File: config.mk
export PLATFORM = sky130hd
export DESIGN_NAME = mem_port_arbiter
export DESIGN_NICKNAME = d
export VERILOG_FILES = /design/src/rtl/mem_port_arbiter.sv
export SDC_FILE = /design/constraint.sdc
export NUM_CORES = 1
export LEC_CHECK = 0
export BUFFER_PORTS_ARGS = -buffer_cell sky130_fd_sc_hd__buf_2
export CELL_PAD_IN_SITES_DETAIL_PLACEMENT = 1
export CELL_PAD_IN_SITES_GLOBAL_PLACEMENT = 1
export CORE_AREA = 5 5 137 139
export DETAILED_ROUTE_END_ITERATION = 8
export DIE_AREA = 0 0 142 144
export GPL_TIMING_DRIVEN = 0
export PLACE_DENSITY = 0.8
export SLEW_MARGIN = 20
export SYNTH_ARGS = -nofsm -noshare
export SYNTH_HDL_FRONTEND = slang
export SYNTH_SLANG_ARGS = --single-unit
File: constraint.sdc
create_clock -name clk -period 2.08 [get_ports clk]
set_clock_uncertainty 0.1 [all_clocks]
set_input_delay 0.312 -clock clk [delete_from_list [all_inputs] [get_ports clk]]
set_output_delay 0.312 -clock clk [all_outputs]
set_load 0.01 [all_outputs]
File: src/rtl/mem_port_arbiter.sv
// Shares one single-port memory between instruction fetch and the MEM stage.
// One transaction in flight; data has priority, bounded by a streak limit so fetch cannot starve.
module mem_port_arbiter #(
  parameter int XLEN         = 32,
  parameter int MAX_D_STREAK = 4
) (
  input  logic            clk,
  input  logic            rst_n,
  // fetch requester
  input  logic            i_valid,
  input  logic [XLEN-1:0] i_addr,
  output logic [XLEN-1:0] i_rdata,
  output logic            i_done,
  output logic            i_stall,
  // data requester
  input  logic            d_valid,
  input  logic            d_write,
  input  logic [XLEN-1:0] d_addr,
  input  logic [XLEN-1:0] d_wdata,
  input  logic [3:0]      d_wstrb,
  output logic [XLEN-1:0] d_rdata,
  output logic            d_done,
  output logic            d_stall,
  // downstream memory port
  output logic            m_valid,
  input  logic            m_ready,
  output logic            m_write,
  output logic [XLEN-1:0] m_addr,
  output logic [XLEN-1:0] m_wdata,
  output logic [3:0]      m_wstrb,
  input  logic            m_rvalid,
  input  logic [XLEN-1:0] m_rdata
);

  localparam int SW = $clog2(MAX_D_STREAK + 1);
  localparam logic [SW-1:0] STREAK_MAX = SW'(MAX_D_STREAK);

  typedef enum logic [1:0] {IDLE, REQ, RESP} state_t;

  state_t          state_q, state_d;
  logic [SW-1:0]   streak_q, streak_d;
  logic            dwin_q, dwin_d;
  logic            m_write_q, m_write_d;
  logic [XLEN-1:0] m_addr_q, m_addr_d;
  logic [XLEN-1:0] m_wdata_q, m_wdata_d;
  logic [3:0]      m_wstrb_q, m_wstrb_d;
  logic            i_done_q, i_done_d;
  logic            d_done_q, d_done_d;
  logic [XLEN-1:0] i_rdata_q, i_rdata_d;
  logic [XLEN-1:0] d_rdata_q, d_rdata_d;
  logic            grant_data;

  // Data wins a tie unless it has already taken MAX_D_STREAK grants past a waiting fetch.
  assign grant_data = d_valid & ~(i_valid & (streak_q == STREAK_MAX));

  always_comb begin
    state_d   = state_q;
    streak_d  = streak_q;
    dwin_d    = dwin_q;
    m_write_d = m_write_q;
    m_addr_d  = m_addr_q;
    m_wdata_d = m_wdata_q;
    m_wstrb_d = m_wstrb_q;
    i_done_d  = 1'b0;
    d_done_d  = 1'b0;
    i_rdata_d = i_rdata_q;
    d_rdata_d = d_rdata_q;
    case (state_q)
      IDLE: begin
        if (i_valid | d_valid) begin
          state_d = REQ;
          dwin_d  = grant_data;
          if (grant_data) begin
            m_write_d = d_write;
            m_addr_d  = d_addr;
            m_wdata_d = d_wdata;
            m_wstrb_d = d_wstrb;
            if (!i_valid)
              streak_d = '0;
            else if (streak_q != STREAK_MAX)
              streak_d = streak_q + 1'b1;
          end else begin
            m_write_d = 1'b0;
            m_addr_d  = i_addr;
            m_wdata_d = '0;
            m_wstrb_d = 4'b0000;
            streak_d  = '0;
          end
        end
      end
      REQ: begin
        if (m_ready) state_d = RESP;
      end
      RESP: begin
        if (m_rvalid) begin
          state_d = IDLE;
          if (dwin_q) begin
            d_done_d = 1'b1;
            // store acks carry no data; keep the last load result
            if (!m_write_q) d_rdata_d = m_rdata;
          end else begin
            i_done_d  = 1'b1;
            i_rdata_d = m_rdata;
          end
        end
      end
      default: state_d = IDLE;
    endcase
  end

  always_ff @(posedge clk or negedge rst_n) begin
    if (!rst_n) begin
      state_q   <= IDLE;
      streak_q  <= '0;
      dwin_q    <= 1'b0;
      m_write_q <= 1'b0;
      m_addr_q  <= '0;
      m_wdata_q <= '0;
      m_wstrb_q <= 4'b0000;
      i_done_q  <= 1'b0;
      d_done_q  <= 1'b0;
      i_rdata_q <= '0;
      d_rdata_q <= '0;
    end else begin
      state_q   <= state_d;
      streak_q  <= streak_d;
      dwin_q    <= dwin_d;
      m_write_q <= m_write_d;
      m_addr_q  <= m_addr_d;
      m_wdata_q <= m_wdata_d;
      m_wstrb_q <= m_wstrb_d;
      i_done_q  <= i_done_d;
      d_done_q  <= d_done_d;
      i_rdata_q <= i_rdata_d;
      d_rdata_q <= d_rdata_d;
    end
  end

  assign m_valid = (state_q == REQ);
  assign m_write = m_write_q;
  assign m_addr  = m_addr_q;
  assign m_wdata = m_wdata_q;
  assign m_wstrb = m_wstrb_q;
  assign i_done  = i_done_q;
  assign d_done  = d_done_q;
  assign i_rdata = i_rdata_q;
  assign d_rdata = d_rdata_q;
  assign i_stall = i_valid & ~i_done_q;
  assign d_stall = d_valid & ~d_done_q;

endmodule
==> results of run 1 <==
[worst paths after layout]
path	start	to	cells past startpoint
min in group asynchronous	rst_n	d_rdata[13]	2
min reg2reg	d_rdata[31]	d_rdata[31]	1
max reg2reg	streak_q[0]	m_wdata[10]	7
max	streak_q[0]	m_wdata[10]	7
max in group asynchronous	rst_n	m_wdata[20]	3
min	m_ready	state_q[0]	2
[cells in the mapped netlist (2+ instances only)]
cell,count,area [µm²]
dfrtp_1,141,3530
a22o_1,39,342
inv_1,35,131
mux2_2,35,394
nand3_1,32,160
nand4_1,32,200
mux2_4,30,450
o221ai_2,30,450
clkbuf_1,14,52.6
buf_2,13,65.1
buf_6,8,90.1
buf_12,3,60.1
buf_4,3,22.5
nor2b_1,3,18.8
and2_1,2,12.5
ha_1,2,25.0
nand2_1,2,7.51
nand2b_1,2,12.5
nor2_1,2,7.51
o21ai_0,2,10.0
o221ai_1,2,17.5
[final cells by class]
type                    count  area [µm²]  area share
flip-flops and latches    141        3530       0.406
multi-input cells         224        2200       0.253
repair buffers            298        1630       0.187
clock buffers              17         425      0.0489
plain buffers              41         298      0.0342
well taps                 229         287      0.0329
clock inverters            15         194      0.0223
inverters                  35         131      0.0151
diodes                      1        2.50    0.000288
[flip-flops by register name (all words and copies together) (netlist names)]
| name | count |
|---|---|
| d_done | 1 |
| m_wdata | 32 |
| d_rdata | 32 |
| i_rdata | 32 |
| dwin_q | 1 |
| m_write | 1 |
| i_done | 1 |
| m_addr | 32 |
| m_wstrb | 4 |
| state_q | 2 |
| streak_q | 3 |
[through the flow]
stage	power, mW	setup TNS (ps)	area [µm²]	setup slack [ps]	utilization
finish	13.4	0	8700	158	0.496
global route	14.3	0	8700	27.7	0.496
CTS	13.6	0	8680	116	0.495
detailed placement	10.3	0	7860	134	0.448
global placement	10.1	-207580	7820	-1480	0.446
floorplan	7.99	0	6150	445	-
[per-layer routing]
metal  global-route usage  wire (µm)  share of wire  up-vias
li1                     -          -              -     2271
met1                0.229       7730           0.39     2452
met2                0.328      10200           0.52      189
met3               0.0470       1150          0.058       29
met4               0.0753        512          0.026        0
met5                    0          0              0        -
[power by group]
part	internal, mW	switching (mW)
registers	4.00	0.715
logic	2.67	2.85
clock network	1.84	1.36
total	8.50	4.92
[worst reg2reg max path, delay by kind of cell (launching register included)]
kind,cells,cell delay [ps]
DFF,1,380
adders and majority gates,1,190
buffers and inverters,3,490
AOI/OAI and AO/OA,1,190
and+or+nand+nor,2,460
[repair_timing]
| action | CTS | global route |
|---|---|---|
| setup endpoints to repair | 0 | 29 |
| buffers inserted | 0 | 0 |
| hold endpoints to repair | 61 | 1 |
| resized for setup | 0 | 3 |
| hold buffers | 20 | 1 |
[cells by family (layout without fill, tap and decap cells)]
family	count (synthesis)	after routing	share of synthesized area
flip-flops	141	141	0.573
AND/OR/NAND/NOR	82	82	0.0807
buffers and inverters	76	406	0.0685
AO/OA/AOI/OAI	75	75	0.136
multiplexers	65	65	0.137
adder cells (fa/ha/maj)	2	2	0.00407
other	0	1	0
==> impl_metrics.toml, run 1 <==
[setup_path]
cp.required_ps = 2280
cp_num_buf_inv = 3
critPathArrivalTime_ps = 2120
crit_chain = "inv_1, ha_1, nand3_2, and3_1, buf_2, buf_4, a22o_1"
crit_family = "buffers and inverters"
crit_path_end_kind = "flip-flop"
crit_type = "reg -> reg"
ff2ff_setup_slack_ps = 160
critPathLaunchType = "flip-flop"
critPathSlowestCell = "dfrtp_1"
path_max_fanout = 10
slowest_delay_ps = 380

[place]
hpwl_mm = 14.3
dp_cells = 947
gp_congestion = 0.781
port_buffers = 276

[synth]
seq_area_frac_synth = 0.573
synth_cell_types = 30
syn_inst = 441
yosysWarningCount = 0
synth_nets = 582
synth_edf_count = 0
synth_ff_type = "dfrtp_1"
ys_ff_latch = 141
async_reset_ff_frac = 1.00
synth_area_um2 = 6150
avgSynthCellArea_um2 = 14.0

[drt]
drtIter0Drc = 124
viasPerCell = 4.94
drt-pass1-iter-count = 4
routed_wirelength_mm = 19.6
vias = 4941
ant_nets = 0
drt-wirelength-per-cell_um = 19.6
drcViolationCount = 0

[clock_network]
cts_max_level = 4
clkSlewWorstSetupHoldPaths_ps = 70
clock_path_buffers = 2
cts-root-buf = "clkbuf_16"
worstSkewPairLatency_ps = 410
cts_buffers = 17
cts_sinks = 141
cts_tree = "done"

[floorplanning]
fp.dieH_um = 144
die_area_um2 = 20400
core-area_um2 = 17500
num_io_pins = 277
initial_core_util = 0.351
die_w_um = 142
fp-row-count = 49

[final_layout]
drive_gt1_frac = 0.564
area_growth_pct = 41.4
fillers = 1939
layout.cells.non_filler = 1001
final_cell_mix = "285 x buf_2, 141 x dfrtp_1, 39 x a22o_1"
final_nets = 899
layout_commonest_cell = "buf_2"

[global_routing]
grt_max_degree = 100
grt_usage = 0.190
grt_antenna_before_repair = 0
grt_pass1_wl_mm = 30.5
grt_pass1_vias = 5613
grt_overflow = 0

[run]
cap_viol_max_count = 0

[timing]
tightest_slew_ps = 550
rsz0062_at_grt = "false"
maxSlewViolCount = 0
holdWs_ps = 18.2
hold_viol = 0
fmax_ghz = 0.520
post-route-min-period_ps = 1920
relSlewSlack = 0.633
fin_crit_sh = 0.924
finalSetupViolCount = 0

[pwr]
ir_worst_vdd_mv = 0.683
total_leakage_power_nw = 4.36
powerDensity_nw_per_um2 = 1540

[worst_hold_path]
hold_path_class = "in -> reg"

[run_status]
status = "finished clean"
No activity file was read; power rests on OpenSTA's default activity.
==> run 2, diff against run 1 <==
--- a/config.mk
+++ b/config.mk
@@ -8,9 +8,9 @@
 export BUFFER_PORTS_ARGS = -buffer_cell sky130_fd_sc_hd__buf_2
 export CELL_PAD_IN_SITES_DETAIL_PLACEMENT = 1
 export CELL_PAD_IN_SITES_GLOBAL_PLACEMENT = 1
-export CORE_AREA = 5 5 137 139
+export CORE_AREA = 2 2 134 136
 export DETAILED_ROUTE_END_ITERATION = 8
-export DIE_AREA = 0 0 142 144
+export DIE_AREA = 0 0 136 138
 export GPL_TIMING_DRIVEN = 0
 export PLACE_DENSITY = 0.8
 export SLEW_MARGIN = 20
==> run 2 against run 1 <==
  * Critical path type unchanged
  * Sequential power hardly changed
  * Critical path depth stayed put
  * Worst hold slack better by 2.6 ps
  * Via count is 1.0% higher
  * Clock power is 4% lower
==> impl_metrics.toml, run 2 (synthesis gave the netlist of run 1 again) <==
[final_layout]
final_cell_mix = "288 x buf_2, 141 x dfrtp_1, 39 x a22o_1"
final_nets = 905
drive_gt1_frac = 0.560
area_growth_pct = 41.9
finalInstanceArea_um2 = 8730
layout_commonest_cell = "buf_2"
fillers = 1944

[floorplanning]
fp-row-count = 49
die_w_um = 136
core-area_um2 = 17500
fp.dieH_um = 138
initial_core_util = 0.351
num_io_pins = 277
die_area_um2 = 18800

[clock_network]
cts_resized = 0
worstSkewPairLatency_ps = 410
cts_max_level = 4
cts_buffers = 17
cts-root-buf = "clkbuf_16"
clkSlewWorstSetupHoldPaths_ps = 70
cts_sinks = 141
clock_path_buffers = 2
cts_tree = "done"

[setup_path]
critPathArrivalTime_ps = 2150
crit_type = "reg -> reg"
crit_path_end_kind = "flip-flop"
ff2ff_setup_slack_ps = 130
path_max_fanout = 10
critPathLaunchType = "flip-flop"
cp.required_ps = 2280

[global_routing]
grt_overflow = 0
grt_max_degree = 75
grt_usage = 0.201
grt_pass1_vias = 5483
grt_antenna_before_repair = 1
grt_pass1_wl_mm = 29.5

[worst_hold_path]
hold_path_class = "in -> reg"

[timing]
fin_ws_ps = 126
relSlewSlack = 0.636
finalSetupViolCount = 0
fin_crit_sh = 0.940
finalSetupTns_ps = 0
fmax_ghz = 0.512
post-route-min-period_ps = 1950
rsz0062_at_grt = "false"
hold_viol = 0
maxSlewViolCount = 0
tightest_slew_ps = 546

[place]
hpwl_mm = 13.4
gp_congestion = 0.805
port_buffers = 276
placed_area_um2 = 7860
dpl_worst_slack_ps = 110

[drt]
drcViolationCount = 0
routed_wirelength_mm = 18.5
ant_nets = 0
drt-wirelength-per-cell_um = 18.4
drt-pass1-iter-count = 4
drtIter0Drc = 89
viasPerCell = 4.96
vias = 4992

[pwr]
total_leakage_power_nw = 4.37
powerDensity_nw_per_um2 = 1520
ir_worst_vdd_mv = 0.582
power_mw = 13.2

[run]
cap_viol_max_count = 0

[run_status]
status = "finished clean"
==> run 2: cell types whose count changed in the layout (fill, tap and decap cells not counted), moves of 2 or more <==
| cell | before | now |
|---|---|---|
| inv_8 | 4 | 2 |
| clkbuf_4 | 3 | 0 |
| dlygate4sd3_1 | 21 | 27 |
| clkinv_4 | 0 | 3 |
| buf_2 | 285 | 288 |
==> run 2: worst paths after layout <==
kind                                  start     endpoint  cells past startpoint
worst max-delay path            streak_q[0]   m_wdata[6]                      7
worst max register to register  streak_q[0]   m_wdata[6]                      7
worst min-delay path             d_wstrb[2]   m_wstrb[2]                      2
min in group asynchronous             rst_n   i_rdata[3]                      2
worst min register to register  m_wdata[24]  m_wdata[24]                      1
max in group asynchronous             rst_n  m_wdata[20]                      3
==> run 2: final cells by class <==
cell class | instances | area [µm²] | area share
antenna | 1 | 2.50 | 0.000286
buffer | 41 | 290 | 0.0332
clock buffer | 17 | 425 | 0.0487
clock inverter | 15 | 178 | 0.0203
inverter | 35 | 131 | 0.0150
multi-input combinational | 224 | 2200 | 0.252
sequential | 141 | 3530 | 0.404
tap | 229 | 287 | 0.0328
timing repair buffer | 304 | 1690 | 0.193
==> run 2: power by group <==
part           internal [mW]  switching [mW]
Combinational           2.67            2.81
Sequential              4.00           0.705
Clock                   1.71            1.35
==> run 2: timing repair <==
action | in CTS | in global routing
hold endpoints to repair | 93 | 0
setup buffers | 0 | 0
hold buffers | 27 | 0
==> run 2: critical path: stages (launching register included) <==
cell and delay, ps:
dfrtp_1 390, inv_1 90, ha_1 200, nand3_2 200
and3_1 270, buf_2 200, buf_4 200, a22o_1 200
==> run 2: per-layer routing <==
metal,track usage,part of all wire,routed length [µm]
met1,0.237,0.40,7380
met2,0.348,0.51,9520
met3,0.0491,0.057,1060
met4,0.0828,0.031,576
met5,0,0,0
==> run 2: metrics by stage <==
stage           util  hold slack, ps  instances
2_1_floorplan      -           -83.6        441
3_3_place_gp   0.446             384        946
3_5_place_dp   0.448             217        947
4_1_cts        0.498            1.08       1006
5_1_grt        0.498            3.43       1007
6_report       0.498            20.8       1007
==> run 3, diff against run 2 <==
--- a/config.mk
+++ b/config.mk
@@ -12,8 +12,8 @@
 export DETAILED_ROUTE_END_ITERATION = 8
 export DIE_AREA = 0 0 136 138
 export GPL_TIMING_DRIVEN = 0
-export PLACE_DENSITY = 0.8
-export SLEW_MARGIN = 20
+export PLACE_DENSITY = 0.76
+export SLEW_MARGIN = 40
 export SYNTH_ARGS = -nofsm -noshare
 export SYNTH_HDL_FRONTEND = slang
 export SYNTH_SLANG_ARGS = --single-unit
==> run 3 against run 2 <==
  * Non-clock buffer count fell by 5
  * Combinational power is essentially flat
  * Sequential cell count stayed put
  * Utilization shrank 0.24 points
  * Count of clock-buffer cells in the layout increased by 1
  * Power increased by 0.23%
  * Via count increased by 0.38%
  * Sequential power hardly changed
  * Clock power is essentially flat
  * Critical path type unchanged
  * Final area is 0.47% lower
==> impl_metrics.toml, run 3 (synthesis gave the netlist of run 1 again) <==
[pwr]
powerDensity_nw_per_um2 = 1530
total_leakage_power_nw = 4.36
ir_worst_vdd_mv = 0.596

[drt]
drt-wirelength-per-cell_um = 18.8
vias = 5011
drcViolationCount = 0
drt-pass1-iter-count = 4
ant_nets = 0
routed_wirelength_mm = 18.8
viasPerCell = 5.00
drtIter0Drc = 125

[floorplanning]
core-area_um2 = 17500
fp-row-count = 49
initial_core_util = 0.351
die_area_um2 = 18800
die_w_um = 136
fp.dieH_um = 138
num_io_pins = 277

[timing]
rsz0062_at_grt = "false"
fin_crit_sh = 0.940
post-route-min-period_ps = 1960
hold_viol = 0
relSlewSlack = 0.667
finalSetupViolCount = 0
maxSlewViolCount = 0
fmax_ghz = 0.511
tightest_slew_ps = 500

[setup_path]
crit_family = "buffers and inverters"
crit_path_end_kind = "flip-flop"
slowest_delay_ps = 390
crit_type = "reg -> reg"
ff2ff_setup_slack_ps = 120
cp.required_ps = 2280
critPathSlowestCell = "dfrtp_1"
crit_chain = "inv_1, ha_1, nand3_2, and3_1, buf_2, buf_4, a22o_1"
critPathArrivalTime_ps = 2160
path_max_fanout = 10
critPathLaunchType = "flip-flop"
cp_num_buf_inv = 3

[clock_network]
cts_sinks = 141
clkSlewWorstSetupHoldPaths_ps = 70
cts-root-buf = "clkbuf_16"
cts_buffers = 17
cts_max_level = 4
cts_tree = "done"
cts_setup_buffers = 0
clock_path_buffers = 2
worstSkewPairLatency_ps = 410

[final_layout]
area_growth_pct = 41.3
seq_area_um2 = 3530
layout_commonest_cell = "buf_2"
fillers = 1923
drive_gt1_frac = 0.565
multi_input_area_um2 = 2200
finalInstanceArea_um2 = 8690
utilization = 0.496
final_nets = 900
final_cell_mix = "287 x buf_2, 141 x dfrtp_1, 39 x a22o_1"

[place]
port_buffers = 276
hpwl_mm = 13.7
placed_area_um2 = 7890
gp_congestion = 0.819

[worst_hold_path]
hold_path_class = "in -> reg"

[global_routing]
grt_pass1_wl_mm = 30.0
grt_antenna_before_repair = 1
grt_max_degree = 63
grt_overflow = 0
grt_pass1_vias = 5612
grt_usage = 0.204

[run]
cap_viol_max_count = 0

[run_status]
status = "finished clean"
run 3: cell types whose count changed in the layout (fill, tap and decap cells not counted):
cell and delta:
clkbuf_8 +1, clkbuf_4 +1, inv_8 +1, buf_16 +1
dlygate4sd3_1 -6, buf_2 -1, clkinv_2 +1, clkinv_4 -1
clkinv_8 -2
run 3: power by group:
group / switching [mW] / leakage [nW] / total (mW) / internal, mW
clock network: 1.34 / 0.286 / 3.07 / 1.73
registers: 0.730 / 1.76 / 4.73 / 4.00
logic: 2.81 / 2.31 / 5.47 / 2.67
run 3: repair_timing:
item                                   4_1_cts  5_1_grt
setup endpoints to repair                    0        6
endpoints found under the hold margin       99        0
resized for setup                            0        1
hold buffers                                21        0
run 3: final timing paths:
check,startpoint,to,cells past startpoint
worst max-delay path,streak_q[0],m_wdata[5],7
min in group asynchronous,rst_n,d_rdata[16],2
max in group asynchronous,rst_n,m_wstrb[1],4
worst max register to register,streak_q[0],m_wdata[5],7
worst min-delay path,d_wdata[21],m_wdata[21],2
worst min register to register,m_wdata[25],m_wdata[25],1
run 3: metrics by stage:
stage          setup TNS (ps)  hold WS, ps  worst slack, ps  std cells  power [mW]
2_1_floorplan               0        -83.6              445        441        7.99
6_report                    0         17.2              125       1002        13.3
3_5_place_dp                0         95.3              136        948        10.2
5_1_grt                     0         1.37             3.43       1002        14.1
3_3_place_gp          -181100          382            -1300        946        9.95
4_1_cts                     0        0.309              125       1001        13.4
run 3: area by class of cell:
| class | instances | share of cell area |
|---|---|---|
| antenna | 1 | 0.000288 |
| buffer | 41 | 0.0337 |
| clock buffer | 18 | 0.0505 |
| clock inverter | 14 | 0.0176 |
| inverter | 35 | 0.0151 |
| multi-input combinational | 224 | 0.253 |
| sequential | 141 | 0.406 |
| tap | 229 | 0.0330 |
| timing repair buffer | 299 | 0.191 |
run 3: per-layer routing:
layer / vias to the layer above / part of all wire / GRT usage
met5: - / 0 / 0
met4: 0 / 0.029 / 0.0877
met3: 39 / 0.050 / 0.0433
met2: 193 / 0.52 / 0.360
met1: 2511 / 0.40 / 0.237
li1: 2268 / - / -
run 3: worst reg2reg max path, stage by stage, from the launching register on:
cell and delay, ps:
dfrtp_1 390, inv_1 90, ha_1 190, nand3_2 190
and3_1 280, buf_2 200, buf_4 200, a22o_1 200
